### src/rtl/product_accumulator.sv
// product_accumulator
//   Consumes one signed multiplier product per valid/ready handshake. The
//   product is optionally negated. It is then loaded into, or added to, a
//   64-bit signed accumulator with saturation. The result goes out on the
//   32-bit result bus as two beats: low word, then high word.
//
// Ports
//   clk        : clock, all state updates on the rising edge
//   rst        : synchronous active-high reset
//   in_valid   : product and control fields valid
//   in_ready   : block can accept a product (IDLE only)
//   in_product : signed product from the multiplier
//   in_acc     : 1 = accumulate into the register, 0 = load
//   in_neg     : 1 = negate the product before the load/accumulate
//   acc_clear  : clears the accumulator and the overflow flag (IDLE only)
//   out_valid  : out_data valid
//   out_ready  : consumer accepts the current beat
//   out_data   : result beat
//   out_last   : high on the high-word beat
//   ovf        : sticky saturation flag
module product_accumulator #(
  parameter int unsigned PROD_W = 64,
  parameter int unsigned OUT_W  = 32
) (
  input  logic              clk,
  input  logic              rst,
  input  logic              in_valid,
  output logic              in_ready,
  input  logic [PROD_W-1:0] in_product,
  input  logic              in_acc,
  input  logic              in_neg,
  input  logic              acc_clear,
  output logic              out_valid,
  input  logic              out_ready,
  output logic [OUT_W-1:0]  out_data,
  output logic              out_last,
  output logic              ovf
);

  // Two guard bits hold base + (+/-product) exactly. This includes the
  // +2^63 that comes from negating the most negative product.
  localparam int unsigned EXT_W = PROD_W + 2;

  typedef enum logic [1:0] {
    StIdle,
    StSendLo,
    StSendHi
  } state_e;

  state_e             state_q, state_d;
  logic [PROD_W-1:0]  acc_q, acc_d;
  logic               ovf_q, ovf_d;
  logic [OUT_W-1:0]   out_data_q, out_data_d;
  logic               out_last_q, out_last_d;

  logic [EXT_W-1:0]   prod_ext, term_ext, base_ext, sum_ext;
  logic               pos_sat, neg_sat, sat_hit;
  logic [PROD_W-1:0]  sat_val;
  logic               accept;

  // Full-precision datapath
  always_comb begin
    prod_ext = {{2{in_product[PROD_W-1]}}, in_product};
    term_ext = in_neg ? (~prod_ext + EXT_W'(1)) : prod_ext;
    base_ext = (in_acc && !acc_clear) ? {{2{acc_q[PROD_W-1]}}, acc_q} : '0;
    sum_ext  = base_ext + term_ext;
    // The sum is in range only when the top three bits agree.
    pos_sat  = !sum_ext[EXT_W-1] && (sum_ext[EXT_W-2:PROD_W-1] != 2'b00);
    neg_sat  = sum_ext[EXT_W-1] && (sum_ext[EXT_W-2:PROD_W-1] != 2'b11);
    sat_hit  = pos_sat | neg_sat;
    if (pos_sat) begin
      sat_val = {1'b0, {(PROD_W-1){1'b1}}};
    end else if (neg_sat) begin
      sat_val = {1'b1, {(PROD_W-1){1'b0}}};
    end else begin
      sat_val = sum_ext[PROD_W-1:0];
    end
  end

  assign in_ready  = (state_q == StIdle) && !rst;
  assign accept    = in_valid && in_ready;
  assign out_valid = (state_q != StIdle);
  assign out_data  = out_data_q;
  assign out_last  = out_last_q;
  assign ovf       = ovf_q;

  // Next-state logic
  always_comb begin
    state_d    = state_q;
    acc_d      = acc_q;
    ovf_d      = ovf_q;
    out_data_d = out_data_q;
    out_last_d = out_last_q;
    unique case (state_q)
      StIdle: begin
        if (accept) begin
          acc_d      = sat_val;
          // acc_clear on the same cycle restarts ovf before this operation.
          ovf_d      = (ovf_q & ~acc_clear) | sat_hit;
          out_data_d = sat_val[OUT_W-1:0];
          out_last_d = 1'b0;
          state_d    = StSendLo;
        end else if (acc_clear) begin
          acc_d = '0;
          ovf_d = 1'b0;
        end
      end
      StSendLo: begin
        if (out_ready) begin
          out_data_d = acc_q[PROD_W-1:OUT_W];
          out_last_d = 1'b1;
          state_d    = StSendHi;
        end
      end
      StSendHi: begin
        // out_data keeps the high word after the last beat.
        if (out_ready) begin
          out_last_d = 1'b0;
          state_d    = StIdle;
        end
      end
      default: state_d = StIdle;
    endcase
  end

  always_ff @(posedge clk) begin
    if (rst) begin
      state_q    <= StIdle;
      acc_q      <= '0;
      ovf_q      <= 1'b0;
      out_data_q <= '0;
      out_last_q <= 1'b0;
    end else begin
      state_q    <= state_d;
      acc_q      <= acc_d;
      ovf_q      <= ovf_d;
      out_data_q <= out_data_d;
      out_last_q <= out_last_d;
    end
  end

endmodule

### config.mk
export PLATFORM = sky130hd
export DESIGN_NAME = product_accumulator
export DESIGN_NICKNAME = d
export VERILOG_FILES = /design/src/rtl/product_accumulator.sv
export SDC_FILE = /design/constraint.sdc
export NUM_CORES = 1
export LEC_CHECK = 0
export CAP_MARGIN = 40
export CORE_MARGIN = 4
export CORE_UTILIZATION = 50
export DETAILED_ROUTE_END_ITERATION = 10
export MAX_ROUTING_LAYER = met4
export PLACE_DENSITY = 0.77
export SLEW_MARGIN = 10
export SYNTH_ARGS = -nofsm -noshare
export SYNTH_HDL_FRONTEND = slang
export SYNTH_SLANG_ARGS = --single-unit
### constraint.sdc
create_clock -name clk -period 19.1 [get_ports clk]
set_input_delay 4.775 -clock clk [delete_from_list [all_inputs] [get_ports clk]]
set_output_delay 4.775 -clock clk [all_outputs]
set_load 0.05 [all_outputs]
# Yosys cells after proc, flatten, opt, wreduce, memory -nomap -nowiden
# Cells that the tools add are included.
word_totals:
  inputBits: 71
  out_inout_bits: 36
  regBits: 100
  wordCells: 55
op_classes:
  eq_ne: 6
  n_reduce_logical: 18
  n_bitwise: 5
  n_addsub: 2
  mux: 19
ops:
  columns: ["operator", "n"]
  rows:
  - ["64-bit 2-to-1 mux", 4]
  - ["66-bit 2-to-1 mux", 2]
  - ["66-bit by 1-bit adder with 66-bit output, second input constant", 1]
  - ["66-bit adder", 1]
  - ["66-bit NOT", 1]
  - ["32-bit 2-to-1 mux", 2]
  - ["32-bit one-hot mux with 2 select lines", 1]
  - ["2-bit inequality test, second input constant", 4]
  - ["2-bit nonzero test", 4]
  - ["2-bit 2-to-1 mux", 3]
  - ["2-bit one-hot mux with 3 select lines", 1]
  - ["3-bit AND reduction", 2]
  - ["1-bit logical AND", 5]
  - ["1-bit 2-to-1 mux", 5]
  - ["4-bit AND reduction", 1]
  - ["1-bit zero test", 3]
  - ["1-bit one-hot mux with 3 select lines", 1]
  - ["3-bit nonzero test", 1]
  - ["2-bit by 1-bit equality test with 1-bit output, second input constant", 1]
  - ["2-bit equality test, second input constant", 1]
  - ["2-bit zero test", 1]
  - ["1-bit OR", 2]
  - ["2-bit AND reduction", 1]
  - ["1-bit AND", 1]
  - ["1-bit NOT", 1]

# Logic depth before layout (Yosys ltp)
logic_depth:
  ltp_word: 10
  ltp_mapped: 25
  ltp_nobuf: 23

# Least setup slack after synthesis
# No wires, ideal clock.
synth_path:
  path_type: "input-to-output"
  from: "input port rst"
  to: "output port in_ready"
  path_buffers: 0
  t_required_ps: 14325
  path_slack_ps: 8867
  cell_stages: 1
  arrival_ps: 5458
  cell_sequence: "nor2_1"
synth_between:
  elab_chain_cells: 2
synth_lines:
  columns: ["item", "line_no", "text"]
  rows:
  - ["start, declared", "26", "input logic rst,"]
  - ["1-bit zero test", "80", "assign in_ready = (state_q == StIdle) && !rst;"]
  - ["1-bit logical AND", "80", null]
  - ["end, declared", "28", "output logic in_ready,"]
# Every way passes these cells.

# Final worst setup path
layout_path:
  from: "input port in_product[3]"
  to: "register out_data_q[9] (netlist: out_data[9])"
layout_between:
  elab_chain_cells: 10
  word_cells_on_any_way: 13
  cone_classes: "2 x add/sub; 1 x eq/ne; 5 x mux; 1 x bitwise; 4 x reduce/logical"
layout_lines:
  columns: ["item", "line_no", "text"]
  rows:
  - ["start, declared", "29", "input logic [PROD_W-1:0] in_product,"]
  - ["66-bit NOT", "64", "term_ext = in_neg ? (~prod_ext + EXT_W'(1)) : prod_ext;"]
  - ["66-bit by 1-bit adder with 66-bit output", "64", null]
  - ["66-bit 2-to-1 mux (*)", "64", null]
  - ["66-bit adder (*)", "66", "sum_ext = base_ext + term_ext;"]
  - ["2-bit inequality test", "69", "neg_sat = sum_ext[EXT_W-1] && (sum_ext[EXT_W-2:PROD_W-1] != 2'b11);"]
  - ["1-bit logical AND", "69", null]
  - ["64-bit 2-to-1 mux", "73", "end else if (neg_sat) begin"]
  - ["64-bit 2-to-1 mux (*)", "71", "if (pos_sat) begin"]
  - ["32-bit 2-to-1 mux (*)", "96", "if (accept) begin"]
  - ["32-bit one-hot mux with 2 select lines (*)", "94", "unique case (state_q)"]
  - ["end signal, assigned", "137", "out_data_q <= out_data_d;"]
  - ["end, declared", "53", "logic [OUT_W-1:0] out_data_q, out_data_d;"]
# Mark *: on every way between the ends. The rest lies on a longest branch, timed or not. The select of a mux whose other input is x is not followed.
# A chain may end at the register's enable or synchronous reset.

==> metrics.txt <==
main combinational cell family by area after synthesis compound AO/OA/AOI/OAI gates; Clk Latency, worst-skew pair roughly 0.35 ns; drt drc 0; clock slew at reported path FFs ~0.06 ns; Worst Hold End acc_q[4]$_SDFFE_PP0P_; Max Cap Violations 0; endpoints failing hold 0; total track usage 29.9%; TritonCTS buffer count 9; power per standard cell area 64.2 nW/um2; hold depth 2; pin count of the biggest net entering global routing slightly above 70; Routed Antenna Nets 0; final WL roughly 34000 um; kind of critical path in2reg; Worst-Margin Slew around 0.94 ns; die height 151 um; Fillers 1865; most frequent cells in the layout a21oi_1, nand2_1, clkdlybuf4s50_1, dfxtp_1, o21ai_0; root buffer cell clkbuf_16; reg2reg start acc_q[3]$_SDFFE_PP0P_; DRT iter0 DRCs about 1100; Hold Buf Count CTS 0; Reg area approximately 2000 um2; Synth Area in Adders slightly above 8%; WHS between 0.4 and 0.5 ns; overflow left after global routing 0; final std cells w/o fill roughly 1700; Post-DP HPWL between 20000 and 30000 um; via count roughly 10000; layout cells sized above 1 roughly 6.5%; Post-synth ARST share 0%; multiplexer share of the synthesized area under 10%; die area around 23000 um2; mapped cell area roughly 10000 um2; number of global-route vias before repair about 9600; ANT cells 0; total number of H-tree levels 3; Synth Area per Inst 7.56 um2; final setup fails 0; XOR/XNOR Fraction of Synth Area 10.4%; fin util around 59%; RSZ-0062 raised after global routing false; Netlist cell types 74; post-CTS setup repair buffer count 0; Placement Rows 51; FF-to-FF path depth 14; Max rail drop VDD 0.0758 mV; wire length per cell between 20 and 25 um; crit path DAT about 12 ns; Crit. End Element flip-flop; Synth Register Bits 100; EDFF count, synth 0; Post-CTS Resized 0; final weighted congestion in routability-driven placement 0.947; Clock Tree Buf Depth 2; Chip Width ~150 um; cells after synthesis roughly 1300; dpl cells between 1500 and 2000; outcome complete, no violations; main flop type after synthesis dfxtp_1; DRT Pass-1 Iters 5; post-synthesis simple-gate area fraction approximately a fifth; Pleak approximately 4.8 nW; Reg-to-Reg End out_data[9]$_SDFFE_PP0P_; FMAX 85.9 MHz; Crit path required time approximately 19 ns; worst clock skew 0.00781 ns; worst reg2reg setup slack between 10 and 15 ns; setup TNS 0 ns; initial antenna violation count 0; via/cell ratio 6.32; Slew Viols, Final 0; period utilization about three fifths; startpoint types input port; worst min-delay path class reg2reg; Layout area overhead 14.0%; number of port buffers 106; Compound-Gate Fraction of Synth Area between 30% and 40%; Seq/Total Area, Yosys about a fifth; Initial Utilization between 50% and 60%; Worst Hold Launch acc_q[4]$_SDFFE_PP0P_; Top Ports roughly 110; CTS tree built; total core area about 20000 um2; relative slew slack approximately 37%; Synth Warn # 0; CTS sink cnt 100; total chip power 0.746 mW; first-pass GRT wire length between 50000 and 60000 um; crit-path max FO 32; Final Critical Period 11.63 ns; Net Count, Synth roughly 1500; commonest non-fill, non-tap cell in the layout a21oi_1; area of the multi-input gates just under 8000 um2; Nets approximately 1500
## cell usage after synthesis, types with 22 or more instances
library cell	count	area (um2)
nor2_1	53	199
o31ai_1	23	173
o21ai_0	90	450
nand2_1	126	473
nor3_1	42	210
a21oi_1	195	976
a221oi_2	29	435
ha_1	66	826
inv_1	32	120
xor2_1	35	307
and2_1	65	407
clkbuf_1	68	255
nand4_1	22	138
xnor2_1	86	753
a21o_1	36	270
nand3_1	23	115
mux2i_1	35	350
dfxtp_1	100	2000
## worst max path at each step
stage / startpoint / cells after the start / slack, ns / end
floorplan: rst / 1 / 8.87 / in_ready
global placement: in_product[19] / 22 / 7.29 / out_data[9]$_SDFFE_PP0P_
detailed placement: in_product[3] / 23 / 7.23 / out_data[9]$_SDFFE_PP0P_
CTS: in_product[3] / 23 / 7.59 / out_data[9]$_SDFFE_PP0P_
global route: in_product[3] / 23 / 7.03 / out_data[9]$_SDFFE_PP0P_
finish: in_product[3] / 23 / 7.47 / out_data[9]$_SDFFE_PP0P_
## flip-flops by register name (all words and copies together), names as in the netlist
register / count
out_last: 1
out_data: 32
acc_q: 64
ovf: 1
state_q: 2
## kinds of logic (layout without fill, tap and decap cells)
group,count (synthesis),in the layout
xor gates and xnor gates,121,121
muxes,35,35
adders and majority gates,67,67
AOI/OAI and AO/OA,497,497
buffers and inverters,120,164
and+or+nand+nor,408,408
DFF,100,100
## report_power, final
group          leakage [nW]  total (mW)  switching (mW)  internal, mW
clock network         0.125       0.167          0.0768        0.0903
registers             0.822       0.256          0.0238         0.233
logic                  3.81       0.323           0.203         0.120
## worst max-delay path: stages
cell	delay, ns
clkdlybuf4s50_1	0.47
nor4_1	0.58
nand3b_1	0.27
nor3_1	0.61
nand2_1	0.30
inv_1	0.14
nand3_1	0.14
o31ai_1	0.45
nand2_1	0.25
a21oi_1	0.23
xnor2_1	0.09
ha_1	0.39
a21o_1	0.22
o21bai_1	0.20
a211oi_1	0.27
o21bai_1	0.15
a221oi_1	0.33
o21ai_0	0.17
xnor2_1	0.23
o21bai_4	0.64
buf_4	0.48
o211ai_1	0.20
a221oi_2	0.25
## through the flow
step | setup WS, ns | instance area, um2
3_3_place_gp | 7.29 | 11300
6_report | 7.47 | 11600
4_1_cts | 7.59 | 11600
5_1_grt | 7.03 | 11600
2_1_floorplan | 8.87 | 10200
3_5_place_dp | 7.23 | 11400
## routing by layer
metal  share of wire [%]  wire length [um]  global-route usage (%)
met5                   0                 0                       -
met4                 2.5               854                    7.21
met3                 8.3              2810                    5.72
met2                  45             15200                    45.7
met1                  44             15100                    41.0
## cell type report
type	count	area share, %
inverter	32	1.03
tap	265	2.85
multi-input combinational	1128	66.3
timing repair buffer	118	10.3
sequential	100	17.2
clock inverter	2	0.108
clock buffer	12	2.12
Note: power is estimated with default switching activity, not from simulation.
